<file path="config.mk">
export PLATFORM = sky130hd
export DESIGN_NAME = tank_damage
export DESIGN_NICKNAME = d
export VERILOG_FILES = /design/src/rtl/tank_pkg.sv /design/src/rtl/tank_bullet_overlap.sv /design/src/rtl/tank_damage.sv
export SDC_FILE = /design/constraint.sdc
export NUM_CORES = 1
export LEC_CHECK = 0
export CORE_ASPECT_RATIO = 1.4
export CORE_MARGIN = 4
export CORE_UTILIZATION = 52
export DETAILED_ROUTE_END_ITERATION = 10
export PLACE_DENSITY_LB_ADDON = 0.12
export SYNTH_ARGS = -nofsm -noshare
export SYNTH_HDL_FRONTEND = slang
export SYNTH_SLANG_ARGS = --single-unit
</file>
<file path="constraint.sdc">
create_clock -name clk_50MHz -period 4.5 [get_ports clk_50MHz]
set_clock_uncertainty 0.1 [all_clocks]
set_input_delay 0.675 -clock clk_50MHz [delete_from_list [all_inputs] [get_ports clk_50MHz]]
set_output_delay 0.675 -clock clk_50MHz [all_outputs]
set_load 0.05 [all_outputs]
</file>
<file path="src/rtl/tank_pkg.sv">
// tank_pkg: shared types and geometry for the player tank damage logic.
// Optional feature macro used by tank_damage: TANK_INVULN_EN.
package tank_pkg;

  // ST_GUARD is only reachable when TANK_INVULN_EN is defined.
  typedef enum logic [1:0] {
    ST_ALIVE     = 2'd0,
    ST_BOOM      = 2'd1,
    ST_GUARD     = 2'd2,
    ST_GAME_OVER = 2'd3
  } tank_state_t;

  localparam int TANK_SIZE   = 32;
  localparam int BULLET_SIZE = 4;
  localparam int X_MAX       = 639;
  localparam int Y_MAX       = 479;

endpackage

</file>
<file path="src/rtl/tank_bullet_overlap.sv">
// tank_bullet_overlap: combinational box test of one 4x4 bullet against
// the 32x32 tank. Right/bottom edges are formed at 11 bits so positions
// near X_MAX/Y_MAX cannot wrap.
module tank_bullet_overlap
  import tank_pkg::*;
(
  input  logic [9:0] i_x_tank,
  input  logic [9:0] i_y_tank,
  input  logic [9:0] i_x_bullet,
  input  logic [9:0] i_y_bullet,
  output logic       o_overlap
);

  logic [10:0] w_xt;
  logic [10:0] w_yt;
  logic [10:0] w_xb;
  logic [10:0] w_yb;
  logic [10:0] w_xt_end;
  logic [10:0] w_yt_end;
  logic [10:0] w_xb_end;
  logic [10:0] w_yb_end;

  assign w_xt     = {1'b0, i_x_tank};
  assign w_yt     = {1'b0, i_y_tank};
  assign w_xb     = {1'b0, i_x_bullet};
  assign w_yb     = {1'b0, i_y_bullet};
  assign w_xt_end = w_xt + 11'(TANK_SIZE);
  assign w_yt_end = w_yt + 11'(TANK_SIZE);
  assign w_xb_end = w_xb + 11'(BULLET_SIZE);
  assign w_yb_end = w_yb + 11'(BULLET_SIZE);

  assign o_overlap = (w_xb < w_xt_end) && (w_xb_end > w_xt) &&
                     (w_yb < w_yt_end) && (w_yb_end > w_yt);

endmodule

</file>
<file path="src/rtl/tank_damage.sv">
// tank_damage: player-side hit responder. Checks every enemy bullet on each
// refresh_tick, retires overlapping bullets, and runs the explosion / lives /
// respawn / game-over sequence. Everything advances on refresh_tick only,
// except respawn, which is a single clk_50MHz pulse.
// Optional feature macro: TANK_INVULN_EN (post-respawn GUARD window).
//
// state        | meaning
// -------------+-----------------------------------------------------------
// ST_ALIVE     | tank vulnerable; any overlap costs a life and starts BOOM
// ST_BOOM      | explosion running, boom_frame counts 0..BOOM_FRAMES-1
// ST_GUARD     | post-respawn grace: bullets absorbed, no life lost
// ST_GAME_OVER | lives exhausted; held until reset
module tank_damage
  import tank_pkg::*;
#(
  parameter int NUM_ENEMIES   = 3,
  parameter int LIVES         = 3,
  parameter int BOOM_FRAMES   = 8
`ifdef TANK_INVULN_EN
  , parameter int INVULN_FRAMES = 64
`endif
) (
  input  logic                      clk_50MHz,
  input  logic                      reset,
  input  logic                      refresh_tick,
  input  logic [9:0]                x_tank,
  input  logic [9:0]                y_tank,
  input  logic [10*NUM_ENEMIES-1:0] x_bullet_e,
  input  logic [10*NUM_ENEMIES-1:0] y_bullet_e,
  output logic [NUM_ENEMIES-1:0]    hit,
  output logic                      tank_detroyed,
  output logic [2:0]                boom_frame,
  output logic [1:0]                lives,
  output logic                      respawn,
  output logic                      game_over
);

  localparam logic [2:0] FRAME_LAST = 3'(BOOM_FRAMES - 1);
  localparam logic [1:0] LIVES_INIT = 2'(LIVES);

  logic [NUM_ENEMIES-1:0] w_overlap;
  tank_state_t            r_state;
  logic [NUM_ENEMIES-1:0] r_hit;
  logic                   r_destroyed;
  logic [2:0]             r_boom_frame;
  logic [1:0]             r_lives;
  logic                   r_respawn;
  logic                   r_game_over;

`ifdef TANK_INVULN_EN
  localparam int GUARD_W = $clog2(INVULN_FRAMES + 1);
  localparam logic [GUARD_W-1:0] GUARD_LOAD = GUARD_W'(INVULN_FRAMES - 1);
  logic [GUARD_W-1:0] r_guard_cnt;
`endif

  for (genvar gi = 0; gi < NUM_ENEMIES; gi++) begin : g_overlap
    tank_bullet_overlap u_overlap (
      .i_x_tank   (x_tank),
      .i_y_tank   (y_tank),
      .i_x_bullet (x_bullet_e[10*gi +: 10]),
      .i_y_bullet (y_bullet_e[10*gi +: 10]),
      .o_overlap  (w_overlap[gi])
    );
  end

  // Damage FSM and registered outputs, advanced once per refresh_tick.
  always_ff @(posedge clk_50MHz) begin
    if (reset) begin
      r_state      <= ST_ALIVE;
      r_hit        <= '0;
      r_destroyed  <= 1'b0;
      r_boom_frame <= 3'd0;
      r_lives      <= LIVES_INIT;
      r_respawn    <= 1'b0;
      r_game_over  <= 1'b0;
`ifdef TANK_INVULN_EN
      r_guard_cnt  <= '0;
`endif
    end else begin
      r_respawn <= 1'b0;
      if (refresh_tick) begin
        case (r_state)
          ST_ALIVE: begin
            if (|w_overlap) begin
              r_hit        <= w_overlap;
              r_state      <= ST_BOOM;
              r_lives      <= r_lives - 2'd1;
              r_boom_frame <= 3'd0;
              r_destroyed  <= 1'b1;
            end else begin
              r_hit <= '0;
            end
          end
          ST_BOOM: begin
            r_hit <= '0;
            if (r_boom_frame == FRAME_LAST) begin
              if (r_lives == 2'd0) begin
                r_state     <= ST_GAME_OVER;
                r_game_over <= 1'b1;
              end else begin
                r_respawn    <= 1'b1;
                r_boom_frame <= 3'd0;
                r_destroyed  <= 1'b0;
`ifdef TANK_INVULN_EN
                r_state      <= ST_GUARD;
                r_guard_cnt  <= GUARD_LOAD;
`else
                r_state      <= ST_ALIVE;
`endif
              end
            end else begin
              r_boom_frame <= r_boom_frame + 3'd1;
            end
          end
`ifdef TANK_INVULN_EN
          ST_GUARD: begin
            // Bullets are absorbed here: they retire but cost nothing.
            r_hit <= w_overlap;
            if (r_guard_cnt == '0) begin
              r_state <= ST_ALIVE;
            end else begin
              r_guard_cnt <= r_guard_cnt - 1'b1;
            end
          end
`endif
          ST_GAME_OVER: begin
            r_hit        <= '0;
            r_destroyed  <= 1'b1;
            r_boom_frame <= FRAME_LAST;
            r_lives      <= 2'd0;
            r_game_over  <= 1'b1;
          end
          default: begin
            r_state <= ST_ALIVE;
            r_hit   <= '0;
          end
        endcase
      end
    end
  end

  assign hit           = r_hit;
  assign tank_detroyed = r_destroyed;
  assign boom_frame    = r_boom_frame;
  assign lives         = r_lives;
  assign respawn       = r_respawn;
  assign game_over     = r_game_over;

endmodule

</file>
==> impl_metrics.env <==
export IMPL_run_status="finished clean"
export IMPL_p_per_area_nw_per_um2=144
export IMPL_leakage_nw=2.37
export IMPL_fin_crit_sh_pct=94.8
export IMPL_synthesis_nets=697
export IMPL_clockBufferDepth=2
export IMPL_slew_viol_final=0
export IMPL_synthXorXnorAreaFrac_pct=9.32
export IMPL_seq_area_frac_synth_pct=6.59
export IMPL_drive_gt1_share_pct=2.69
export IMPL_fin_crit_ns=4.26
export IMPL_ys_types=47
export IMPL_place_hpwl_mm=9.68
export IMPL_synthSimpleGateAreaFrac_pct=23.1
export IMPL_die_h_um=111
export IMPL_timing_final_ws_setup_ns=0.236
export IMPL_clock_fmax_ghz=0.235
export IMPL_ys_warnings_count=0
export IMPL_io_pins=94
export IMPL_antenna_left=0
export IMPL_antenna_found_initial=0
export IMPL_numPortBuffers=93
export IMPL_hold_viol=0
export IMPL_ys_seq_elements=13
export IMPL_synth_area_um2=3950
export IMPL_synth_top_cell_area_share_pct=37.7
export IMPL_cts_htree_levels=1
export IMPL_post_cts_buffers=0
export IMPL_cts_tree="yes"
export IMPL_maxCapViolCount=0
export IMPL_fin_util_pct=69.1
export IMPL_vdd_ir_drop_max_uv=161
export IMPL_synth_compound_area_share_pct=17.8
export IMPL_start_util_pct=53.6
export IMPL_synthMuxAreaShare_pct=1.27
export IMPL_synth_ff_type="dfxtp_1"
export IMPL_insertion_delay_ns=0.24
export IMPL_finalSetupTns_ns=0
export IMPL_fin_nets=798
export IMPL_max_slew_margin_rel_pct=60.5
export IMPL_drt_wl_total_mm=11.0
export IMPL_fp_coreArea_um2=7360
export IMPL_syn_avg_cell_area_um2=7.97
export IMPL_diodes=0
export IMPL_drcViolationCount=0
export IMPL_tightest_slew_ns=0.591
export IMPL_synthTopCellsByArea="ha_1 38%, xnor2_1 6.7%, dfxtp_1 6.6%"
export IMPL_synth_edf_count=0
export IMPL_root_buffer="clkbuf_8"
export IMPL_final_setup_viol_count=0
export IMPL_grt_pass1_vias=4151
export IMPL_pre_cts_ws_ns=0.0256
export IMPL_grt_max_degree=17
export IMPL_area_delta_synth_final_pct=28.8
export IMPL_async_flop_share_pct=0
export IMPL_min_path_type="reg -> reg"
export IMPL_yosysMostFrequentCell="ha_1"
export IMPL_clock_sinks=13
export IMPL_worstSetupPathType="in -> reg"
export IMPL_numCtsBuffers=3
export IMPL_routabilityCongestion=0.898
export IMPL_viasPerCell=5.93
export IMPL_vias=4103
export IMPL_cts_resized=0
export IMPL_grt_setup_unrepaired="no"
export IMPL_hold_depth=2
export IMPL_crit_required_ns=4.55
export IMPL_track_usage_pct=24.6
export IMPL_synthCells=495
export IMPL_hold_buffers=0
export IMPL_clk_pin_slew_ns=0.05
export IMPL_fp_row_count=37
export IMPL_yosys_area_top_type="ha_1"
export IMPL_synth_commonest_cells="119 x ha_1, 49 x nand3_1, 39 x inv_1"
export IMPL_die_area_um2=9070
export IMPL_drtIter0Drc=127
export IMPL_wire_per_inst_um=16.0
export IMPL_fp_dieW_um=81.6
export IMPL_overflow=0
export IMPL_arrival_ns=4.32
export IMPL_r2r_cells=6
export IMPL_grt_pass1_wl_mm=18.1
export IMPL_drt_pass1_iter_count=5
export IMPL_cp_end_kind="register"
export IMPL_cp_max_fo=5
export IMPL_cp_start_kind="primary input"
export IMPL_synth_adder_area_share_pct=37.7
export IMPL_synth_top_family_by_area="adder cells"
-- state kept, by name, summed over array words and instances, names as in the netlist --
signal and flops:
game_over 1, hit 3, r_state 2, tank_detroyed 1, boom_frame 3, lives 2, respawn 1
-- worst max-delay path, stage by stage --
cell,delay [ns]
clkdlybuf4s50_1,0.53
ha_1,0.20
nand3_1,0.17
nor2_1,0.18
xor2_1,0.09
ha_1,0.30
nand4_1,0.15
a211oi_1,0.27
nor4_1,0.10
or4_4,0.55
o41a_1,0.43
o211ai_2,0.12
buf_4,0.19
a41oi_1,0.13
a211oi_1,0.23
-- worst paths after layout --
kind	start	end	slack [ns]
worst max-delay path	x_bullet_e[23]	r_state[1]	0.24
worst min-delay path	hit[2]	hit[2]	0.36
worst min register to register	hit[2]	hit[2]	0.36
worst max register to register	r_state[1]	lives[1]	2.62
-- layout make-up --
class / instances / area, um2
Tap cell: 97 / 121
Timing Repair Buffer: 101 / 991
Multi-Input combinational cell: 438 / 3520
Clock buffer: 4 / 45.0
Inverter: 39 / 146
Fill cell: 646 / 2280
Sequential cell: 13 / 260
-- layout by cell type, fill, tap and decap left out, drive strengths merged, types with 3 or more instances in the layout --
cell	count
and4	4
nand3	49
clkbuf	4
o211ai	4
or3	3
buf	8
dfxtp	13
nand3b	5
nor2	26
o21bai	5
a211oi	14
clkdlybuf4s50	93
nor3	8
nand2	11
nor3b	3
o21ai	14
a21o	15
xnor2	30
inv	39
nand4	20
o31a	3
ha	119
o21a	3
xor2	12
nor2b	11
and3	11
a21oi	35
a31oi	3
nor4	7
-- kinds of logic (layout without fill, tap and decap cells) --
| kind of cell | Yosys count | after routing |
|---|---|---|
| mux | 4 | 4 |
| compound gates | 108 | 108 |
| fa+ha+maj | 119 | 119 |
| xor+xnor | 42 | 42 |
| simple gates | 165 | 165 |
| buf+inv | 44 | 144 |
| flops | 13 | 13 |
-- layer usage --
layer  routed length [um]  up-vias  global-route usage (%)  part of all wire [%]
li1                     -     2070                       -                     -
met1                 4390     1867                    27.3                    40
met2                 5470      132                    44.3                    50
met3                  549       34                    2.93                   5.0
met4                  630        0                    12.2                   5.7
met5                    0        -                       0                     0
-- metrics by stage --
| stage | instance area, um2 | hold WS, ns | power [W] | cells |
|---|---|---|---|---|
| 5_1_grt | 5080 | 0.406 | 0.000806 | 692 |
| 3_5_place_dp | 5040 | 0.359 | 0.000631 | 688 |
| 6_report | 5080 | 0.365 | 0.000735 | 692 |
| 3_3_place_gp | 5040 | 0.353 | 0.000612 | 688 |
| 2_1_floorplan | 3950 | 0.491 | 0.000431 | 495 |
| 4_1_cts | 5080 | 0.366 | 0.000736 | 692 |
-- where the power goes --
| part | total [W] | switching [W] | leakage (nW) | internal (W) |
|---|---|---|---|---|
| clock network | 0.000104 | 0.0000413 | 0.0228 | 0.0000625 |
| logic | 0.000499 | 0.000259 | 2.24 | 0.000240 |
| registers | 0.000131 | 0.00000949 | 0.105 | 0.000122 |
| total | 0.000735 | 0.000310 | 2.37 | 0.000425 |
Note: power is estimated with default switching activity, not from simulation.
